==> config.mk <==
export PLATFORM = sky130hd
export DESIGN_NAME = reg_write_arbiter
export DESIGN_NICKNAME = d
export VERILOG_FILES = /design/src/rtl/reg_write_arbiter.sv
export SDC_FILE = /design/constraint.sdc
export NUM_CORES = 1
export LEC_CHECK = 0
export BUFFER_PORTS_ARGS = -buffer_cell sky130_fd_sc_hd__buf_2
export CAP_MARGIN = 20
export CORE_ASPECT_RATIO = 0.7
export CORE_MARGIN = 2
export CORE_UTILIZATION = 51
export DETAILED_ROUTE_END_ITERATION = 8
export GPL_ROUTABILITY_DRIVEN = 1
export GPL_TIMING_DRIVEN = 0
export PLACE_DENSITY = 0.89
export SYNTH_ARGS = -nofsm -noshare
export SYNTH_HDL_FRONTEND = slang
export SYNTH_SLANG_ARGS = --single-unit
==> constraint.sdc <==
create_clock -name clk -period 4.18 [get_ports clk]
set_clock_uncertainty 0.15 [all_clocks]
set_input_delay 0.209 -clock clk [delete_from_list [all_inputs] [get_ports clk]]
set_output_delay 0.209 -clock clk [all_outputs]
set_load 0.01 [all_outputs]
==> src/rtl/reg_write_arbiter.sv <==
// Write-port arbiter for the CPU register bank (A, X, Y, SP): grants one held request per cycle.
// Round-robin by default; define REG_ARB_FIXED_PRI_EN for fixed priority (lowest index wins).

`ifndef REG_WIDTH
`define REG_WIDTH 8
`endif

module reg_write_arbiter #(
  parameter int NUM_REQ   = 3,
  parameter int REG_WIDTH = `REG_WIDTH
) (
  input  logic                         clk,
  input  logic                         reset,
  input  logic                         en,
  input  logic [NUM_REQ-1:0]           req,
  input  logic [2*NUM_REQ-1:0]         sel,
  input  logic [REG_WIDTH*NUM_REQ-1:0] wdata,
  output logic [NUM_REQ-1:0]           gnt,
  output logic [3:0]                   reg_we,
  output logic [REG_WIDTH-1:0]         reg_din,
  output logic                         busy
);

  localparam int PTR_W = (NUM_REQ > 1) ? $clog2(NUM_REQ) : 1;
  localparam logic [NUM_REQ-1:0] ONE = {{(NUM_REQ-1){1'b0}}, 1'b1};

  logic [NUM_REQ-1:0]   eligible;
  logic                 found;
  int                   win;
  int                   elig_cnt;
  logic [1:0]           win_sel;
  logic [REG_WIDTH-1:0] win_data;

  // A requester currently holding the grant is still showing its stale request; mask it.
  assign eligible = req & ~gnt & {NUM_REQ{en}};

`ifdef REG_ARB_FIXED_PRI_EN
  always_comb begin
    found    = 1'b0;
    win      = 0;
    elig_cnt = 0;
    for (int i = 0; i < NUM_REQ; i++) begin
      if (eligible[i]) begin
        elig_cnt = elig_cnt + 1;
        if (!found) begin
          found = 1'b1;
          win   = i;
        end
      end
    end
    win_sel  = sel[2*win +: 2];
    win_data = wdata[REG_WIDTH*win +: REG_WIDTH];
  end
`else
  logic [PTR_W-1:0] ptr;
  int               idx;

  // Search ascends from ptr and wraps, so the most recent winner is visited last.
  always_comb begin
    found    = 1'b0;
    win      = 0;
    elig_cnt = 0;
    idx      = 0;
    for (int i = 0; i < NUM_REQ; i++) begin
      if (eligible[i]) elig_cnt = elig_cnt + 1;
    end
    for (int i = 0; i < NUM_REQ; i++) begin
      idx = int'(ptr) + i;
      if (idx >= NUM_REQ) idx = idx - NUM_REQ;
      if (!found && eligible[idx]) begin
        found = 1'b1;
        win   = idx;
      end
    end
    win_sel  = sel[2*win +: 2];
    win_data = wdata[REG_WIDTH*win +: REG_WIDTH];
  end

  always_ff @(posedge clk) begin
    if (reset) begin
      ptr <= '0;
    end else if (found) begin
      if (win == NUM_REQ - 1) ptr <= '0;
      else                    ptr <= PTR_W'(win + 1);
    end
  end
`endif

  // reg_din deliberately holds its last value when nothing is granted.
  always_ff @(posedge clk) begin
    if (reset) begin
      gnt     <= '0;
      reg_we  <= '0;
      reg_din <= '0;
      busy    <= 1'b0;
    end else begin
      busy <= (elig_cnt > 1);
      if (found) begin
        gnt     <= ONE << win;
        reg_we  <= 4'b0001 << win_sel;
        reg_din <= win_data;
      end else begin
        gnt    <= '0;
        reg_we <= '0;
      end
    end
  end

endmodule

======== Yosys cells after proc, flatten, opt, wreduce, memory -nomap -nowiden ========
Index checks and enable logic that the tools add are counted.
storage, ports and cells
  register bits after elaboration ......... 18
  output and inout port bits .............. 16
  bits of input ports ..................... 36
operators by class
  reductions and logical operators ........ 5
  shift operators ......................... 4
  multiplexer cells ....................... 22
  bitwise logic cells ..................... 4
  add/subtract/negate cells ............... 8
  magnitude comparators ................... 7
  equality and inequality tests ........... 1
operator list
  kind                   count
  $mux 32                8
  $lt 32x4->1 const B    3
  $add 32x2->32 const B  2
  $eq 32x3->1 const B    1
  $gt 32x2->1 const B    1
  $shiftx 24x32->8       1
  $shiftx 6x32->2        1
  $shl 1x32->3 const A   1
  $mux 1                 10
  $sub 3x2->4 const B    2
  $and 3x3->3            2
  $bmux 1 s2             3
  $ge 3x2->1 const B     2
  $shl 1x2->4 const A    1
  $add 2x1->3 const B    1
  $add 2x2->3 const B    1
  $not 3->3              1
  $sub 2x2->3 const B    1
  $add 2x2->2 const B    1
  $ge 2x2->1 const B     1
  $logic_and 1x1->1      2
  $logic_not 1->1        2
  $mux 2                 1
  $reduce_or 2->1        1
  $not 1->1              1

======== Logic depth before layout (Yosys ltp) ========
Gate-level depths: netlist (run 1).
  word-level depth ........................ 15
  gate-level depth with buffers ........... 12

======== Worst setup path after synthesis (run 1) ========
OpenSTA, ideal clock, no wires.
  kind .................................... reg-to-reg
  start ................................... register ptr[1]
  end ..................................... register reg_din[0]
  setup slack ............................. 1,575 ps
  period minus slack after synthesis ...... 2,605 ps
  path buffers ............................ 1
  arrival ................................. 2,337 ps
  stages on the path, launching flop included .. 10
  path through ............................ dfxtp_1 inv_1 ha_1 or3b_1 a211oi_1 a31oi_1 o21ba_1 buf_2 a221o_1 a32o_1
between the ends
  longest elaborated chain between the ends .. 13
  elaborated cells between the ends (all ways) .. 31
ends and longest elaborated chain
  element                                               RTL line  text
  start, declared                                       55        logic [PTR_W-1:0] ptr;
  start signal, assigned                                84        else ptr <= PTR_W'(win + 1);
  branches (longest 13 deep; another with $sub 3x2->4)  n/a
  end signal, assigned                                  101       reg_din <= win_data;
  end, declared                                         20        output logic [REG_WIDTH-1:0] reg_din,
Several ways; the timed one is not identified. The select of a mux whose other input is x is not followed.
A chain may end at the register's enable or synchronous reset.

======== Worst setup path in the final report (run 1) ========
  start ................................... register ptr[1]
  end ..................................... register reg_din[6]
The elaborated chain is that of the path after synthesis.

==> flow_metrics.env, run 1 <==
export IMPL_area_growth_pct=28.1
export IMPL_ys_warn_count=0
export IMPL_relSlewSlack_pct=51.7
export IMPL_synthMuxAreaShare_pct=2.57
export IMPL_p_per_area_nw_per_um2=423
export IMPL_dieArea_um2=2800
export IMPL_synth_simple_area_share_pct=24.6
export IMPL_ys_async_sr_fraction_pct=0
export IMPL_leakagePower_nw=0.732
export IMPL_ir_drop_mv=0.230
export IMPL_ctsResizeCount=0
export IMPL_cts_root_buf="clkbuf_4"
export IMPL_drive_gt1_share_pct=36.0
export IMPL_htree_levels=1
export IMPL_grt_pass1_vias=1258
export IMPL_cp_required_ns=4.24
export IMPL_wirelength_mm=3.41
export IMPL_cp_slowest_cell="o32ai_2"
export IMPL_grt_pass1_wl_mm=5.55
export IMPL_timing_rr_end="reg_din[6]"
export IMPL_dr_pass1_iters=4
export IMPL_synth_ff_type="dfxtp_1"
export IMPL_vias=1282
export IMPL_synth_cell_type_count=47
export IMPL_synth_edf_count=0
export IMPL_cp_cell_sequence="inv_1, ha_1, or3b_1, a211oi_1, a31oi_1, o32ai_2, nor2_4, a32o_1"
export IMPL_hp_class="in2reg"
export IMPL_post_route_period_util_pct=72.0
export IMPL_status="finished clean"
export IMPL_fin_setup_tns_ns=0
export IMPL_antenna_left=0
export IMPL_slew_viol_final=0
export IMPL_crit_path_end_kind="flip-flop"
export IMPL_setup_viol=0
export IMPL_startpoint="ptr[1]"
export IMPL_r2r_cells=8
export IMPL_cp_slowest_stage_delay_ns=0.61
export IMPL_tightestPinTransition_ns=0.723
export IMPL_clkSinkCount=18
export IMPL_path_clk_slew_ns=0.11
export IMPL_nets=231
export IMPL_synth_compound_area_share_pct=28.0
export IMPL_yosys_area_share_adder_pct=9.16
export IMPL_cts_tree="yes"
export IMPL_wire_per_inst_um=15.6
export IMPL_dr_first_iter_drc_count=96
export IMPL_route_detailed_drc=0
export IMPL_postSynthAreaPerCell_um2=9.36
export IMPL_via_per_inst=5.88
export IMPL_r2r_start="ptr[1]"
export IMPL_clock_latency_ns=0.31
export IMPL_worstSetupPathType="reg2reg"
export IMPL_antenna_found_initial=0
export IMPL_ys_ff_latch=18
export IMPL_place_hpwl_mm=2.69
export IMPL_place_congestion=0.846
export IMPL_grt_max_degree=11
export IMPL_postSynthNetCount=174
export IMPL_rows=14
export IMPL_placed_cell_area_um2=1510
export IMPL_min_period_ns=3.01
export IMPL_critPathTopFamily="compound AO/OA/AOI/OAI gates"
export IMPL_cap_violations=0
export IMPL_reg2reg_slack_ns=1.17
export IMPL_p_total_w=0.000659
export IMPL_cp_buffers_inverters=1
export IMPL_rsz0062_at_grt="no"
export IMPL_io_pins=52
export IMPL_cp_depth=8
export IMPL_max_freq_ghz=0.332
export IMPL_yosysSeqAreaShare_pct=29.6
export IMPL_worstPathArrival_ns=3.07
export IMPL_syn_inst=130
export IMPL_hold_violations=0
export IMPL_worst_slack_ns=1.17
export IMPL_ctsLongestPathBuffers=2
export IMPL_endpoint="reg_din[6]"
export IMPL_syn_cell_area_um2=1220
export IMPL_die_w_um=62.4
export IMPL_diodes=0
export IMPL_grt_overflow=0
export IMPL_io_buffers=51
export IMPL_dp_slack_ns=1.25
export IMPL_fp_coreArea_um2=2210
export IMPL_critPathMaxFanout=10
export IMPL_synth_top_family_by_area="compound AO/OA/AOI/OAI gates"
export IMPL_postCtsSetupBuffers=0
export IMPL_synth_xor_area_share_pct=0
export IMPL_die_y_um=44.9
export IMPL_final_cell_area_um2=1560
export IMPL_worstSetupStartpointType="flip-flop"
export IMPL_start_util_pct=55.1
export IMPL_numCtsBuffers=3
export IMPL_grtUsageTotal_pct=25.8
==> cell usage in the layout (no fill, tap or decap), types with 2 or more instances in the layout <==
cell / n
buf_2: 53
dfxtp_1: 18
nor2_1: 10
a221o_1: 8
or2b_1: 8
a32o_1: 8
ha_1: 8
inv_1: 6
a21oi_1: 5
a211oi_1: 4
or3_1: 3
and3_1: 3
nand2_1: 3
clkbuf_4: 3
nand3b_1: 2
clkbuf_1: 2
and3b_1: 2
o21ai_0: 2
o21ba_1: 2
mux2i_1: 2
nor2b_1: 2
nor3_1: 2
nor4_1: 2
o2bb2ai_1: 2
==> routing by layer <==
metal  GRT usage, %  routed length (um)  vias to the layer above
met5              0                   0                        -
met4           13.3                 113                        0
met3           6.23                 186                       12
met2           48.0                1730                       53
met1           28.7                1380                      603
li1               -                   -                      614
==> worst reg2reg max path: stages, from the launching register on <==
cell and delay (ns):
dfxtp_1 0.45, inv_1 0.10, ha_1 0.38, or3b_1 0.41, a211oi_1 0.24, a31oi_1 0.13
o32ai_2 0.61, nor2_4 0.16, a32o_1 0.28
==> stage by stage <==
stage | hold slack [ns] | cells | util [%]
after detailed placement | 0.249 | 213 | 68.5
after global routing | 0.0452 | 218 | 70.6
after global placement | 0.252 | 213 | 68.5
after CTS | 0.0358 | 218 | 70.6
final | 0.0310 | 218 | 70.6
after floorplan | 0.128 | 130 | -
==> cells in the mapped netlist, types with 2 or more instances <==
master	instances	share of area, %
nor4_1	2	1.0
a32o_1	8	6.6
o21ai_0	2	0.82
or3_1	3	1.5
dfxtp_1	18	30
o21ba_1	2	1.6
buf_2	2	0.82
nand2_1	3	0.93
nor2b_1	2	1.0
nor2_1	10	3.1
nor3_1	2	0.82
nand3b_1	2	1.2
clkbuf_1	2	0.62
a211oi_1	4	2.5
and3b_1	2	1.4
inv_1	6	1.9
ha_1	8	8.2
a221o_1	8	6.6
mux2i_1	2	1.6
and3_1	3	1.5
o2bb2ai_1	2	1.4
a21oi_1	5	2.1
or2b_1	8	4.9
==> power breakdown <==
part / internal [W] / switching (W) / leakage [nW]
combinational: 0.000142 / 0.000176 / 0.564
clock: 0.0000533 / 0.0000610 / 0.0210
sequential: 0.000205 / 0.0000212 / 0.147
total: 0.000401 / 0.000259 / 0.732
==> cells by family after synthesis <==
logic type / after synthesis
compound gates: 40
fa+ha+maj: 9
buf+inv: 14
flops: 18
mux: 3
simple gates: 46
==> timing repair <==
item,CTS,global route
hold buffers,1,0
endpoints found under the hold margin,1,0
endpoints found under the setup margin,0,0
==> registers in the layout (all words and copies together) (netlist names) <==
register  flops
gnt           3
reg_din       8
reg_we        4
busy          1
ptr           2
==> worst min-delay path by stage <==
stage / slack, ns / from / depth (start not counted) / to
after floorplan: 0.13 / reset / 1 / busy
after global placement: 0.25 / reset / 2 / busy
after detailed placement: 0.25 / reset / 2 / busy
after CTS: 0.04 / sel[2] / 3 / reg_we[0]
after global routing: 0.05 / sel[2] / 3 / reg_we[0]
final: 0.03 / sel[2] / 3 / reg_we[0]
==> layout make-up <==
cell class              count  area (um2)
multi-input cells          98         782
flip-flops and latches     18         360
inverters                   8        30.0
clock buffers               4        36.3
well taps                  32        40.0
repair buffers             52         265
fillers                   175         649
plain buffers               6        43.8
Note: power is estimated with default switching activity, not from simulation.
==> run 2, diff against run 1 <==
CORE_UTILIZATION = 47   (was 51)
PLACE_DENSITY = 0.83   (was 0.89)
clock period = 3.06 ns   (was 4.18 ns; I/O delays follow)
==> run 2 against run 1 <==
Clock power rose by 44%; first-iteration DRC count down 47%; routed wire length shrank 4.1%; hold slack improved by 0.0013 ns; core utilization is 6.4 points lower; combinational power increased by 36%; register-to-register slack got worse by 1.0 ns; critical path depth is 1 higher; cell count is 0.46% higher; global-route usage fell by 4.8 points.
==> flow_metrics.env, run 2 (synthesized netlist as in run 1, its figures left out) <==
export IMPL_status="finished clean"
export IMPL_nets=231
export IMPL_relSlewSlack_pct=51.2
export IMPL_ctsLongestPathBuffers=2
export IMPL_switching_share_pct=38.0
export IMPL_cts_tree="yes"
export IMPL_dr_pass1_iters=4
export IMPL_power_frac_clock_pct=18.0
export IMPL_numCtsBuffers=3
export IMPL_timing_rr_end="reg_din[2]"
export IMPL_worstSetupPathType="reg2reg"
export IMPL_grtUsageTotal_pct=21.0
export IMPL_rows=15
export IMPL_min_period_ns=2.92
export IMPL_cap_violations=0
export IMPL_cp_required_ns=3.05
export IMPL_critPathTopFamily="compound AO/OA/AOI/OAI gates"
export IMPL_vias=1259
export IMPL_diodes=0
export IMPL_place_inst=215
export IMPL_final_common_cell="buf_2"
export IMPL_via_per_inst=5.75
export IMPL_ir_drop_mv=0.309
export IMPL_r2r_start="ptr[0]"
export IMPL_tightestPinTransition_ns=0.729
export IMPL_p_per_area_nw_per_um2=576
export IMPL_hold_violations=0
export IMPL_grt_max_degree=11
export IMPL_crit_path_end_kind="flip-flop"
export IMPL_hp_start="sel[2]"
export IMPL_drive_gt1_share_pct=36.2
export IMPL_worstPathArrival_ns=2.91
export IMPL_place_congestion=0.831
export IMPL_die_y_um=46.6
export IMPL_r2r_cells=9
export IMPL_reg2reg_slack_ns=0.14
export IMPL_grt_overflow=0
export IMPL_io_pins=52
export IMPL_place_hpwl_mm=2.54
export IMPL_htree_levels=1
export IMPL_rsz0062_at_grt="no"
export IMPL_fin_setup_tns_ns=0
export IMPL_start_util_pct=49.5
export IMPL_power_switching_w=0.000345
export IMPL_wirelength_mm=3.27
export IMPL_slew_viol_final=0
export IMPL_path_clk_slew_ns=0.07
export IMPL_dr_first_iter_drc_count=51
export IMPL_clkSinkCount=18
export IMPL_area_growth_pct=29.7
export IMPL_postCtsSetupBuffers=0
export IMPL_route_detailed_drc=0
export IMPL_setup_viol=0
export IMPL_fp_coreArea_um2=2460
export IMPL_final_cell_mix="buf_2 (53), dfxtp_1 (17), nor2_1 (10)"
export IMPL_antenna_left=0
export IMPL_final_core_util_pct=64.2
export IMPL_holdPathEnd="reg_we[0]"
export IMPL_p_total_w=0.000909
export IMPL_cp_cell_sequence="inv_1, ha_1, or3b_1, a211oi_1, a31oi_1, o21ba_1, buf_2, a221o_1, a32o_1"
export IMPL_grt_pass1_wl_mm=4.83
export IMPL_cp_slowest_stage_delay_ns=0.41
export IMPL_largest_reg_flops=8
export IMPL_cp_slowest_cell="or3b_1"
export IMPL_critPathMaxFanout=8
export IMPL_dieArea_um2=3020
export IMPL_cp_buffers_inverters=2
export IMPL_cts_root_buf="clkbuf_8"
export IMPL_placed_cell_area_um2=1510
export IMPL_regMostFlops="reg_din"
export IMPL_internal_power_w=0.000563
export IMPL_wire_per_inst_um=14.9
export IMPL_pwr_share_seq_pct=34.1
export IMPL_hp_class="in2reg"
export IMPL_leakagePower_nw=0.733
export IMPL_clock_latency_ns=0.25
export IMPL_final_cell_count_no_fill=219
export IMPL_die_w_um=64.8
export IMPL_comb_power_share_pct=47.9
export IMPL_worstSetupStartpointType="flip-flop"
export IMPL_reg_top3="reg_din x8, reg_we x4, gnt x3"
export IMPL_final_cell_area_um2=1580
export IMPL_io_buffers=51
export IMPL_antenna_found_initial=0
export IMPL_grt_pass1_vias=1106
export IMPL_max_freq_ghz=0.342
export IMPL_worstHoldPathCells=3
export IMPL_post_route_period_util_pct=95.5
run 2: cell count changes in the layout (fill, tap and decap cells not counted), sizes merged:
cell	previous run	this run
clkbuf	6	5
run 2: worst register-to-register path, stage by stage (launching register included):
cell,delay (ns)
dfxtp_1,0.39
inv_1,0.11
ha_1,0.40
or3b_1,0.41
a211oi_1,0.25
a31oi_1,0.15
o21ba_1,0.23
buf_2,0.16
a221o_1,0.31
a32o_1,0.25
run 2: area by class of cell:
class | instances | area, um2
flip-flops and latches | 18 | 362
inverters | 8 | 30.0
repair buffers | 52 | 265
plain buffers | 6 | 43.8
fillers | 209 | 881
well taps | 34 | 42.5
multi-input cells | 98 | 793
clock buffers | 3 | 41.3
run 2: power groups by stage:
stage / clock network (W) / logic, W / registers (W)
floorplan: 0 / 0.000277 / 0.000329
global placement: 0 / 0.000402 / 0.000311
detailed placement: 0 / 0.000422 / 0.000314
CTS: 0.000163 / 0.000425 / 0.000308
global route: 0.000177 / 0.000474 / 0.000317
finish: 0.000164 / 0.000435 / 0.000309
run 2: how the worst max path moves through the flow:
stage	from	to	slack, ns	depth (start not counted)
after global routing	ptr[0]	reg_din[2]	0.02	9
after detailed placement	ptr[1]	reg_din[2]	0.12	8
after global placement	ptr[1]	reg_din[2]	0.20	8
final	ptr[0]	reg_din[2]	0.14	9
after CTS	ptr[1]	reg_din[2]	0.09	8
after floorplan	ptr[1]	reg_din[0]	0.46	9
run 2: per-stage QoR:
step,hold WS [ns],setup slack (ns)
floorplan,0.0721,0.455
global placement,0.195,0.199
detailed placement,0.192,0.118
CTS,0.0326,0.0934
global route,0.0519,0.0168
finish,0.0323,0.136
run 2: metal layers:
| layer | global-route usage (%) | share of wire, % | up-vias |
|---|---|---|---|
| met5 | 0 | 0 | - |
| met4 | 4.26 | 1.0 | 0 |
| met3 | 6.11 | 8.2 | 6 |
| met2 | 39.2 | 52 | 50 |
| met1 | 24.6 | 39 | 592 |
| li1 | - | - | 611 |
run 2: repair_timing:
action                                  CTS  global route
endpoints found under the setup margin    0            11
hold endpoints to repair                  1             0
hold buffers                              1             0
gates resized for setup                   0             2
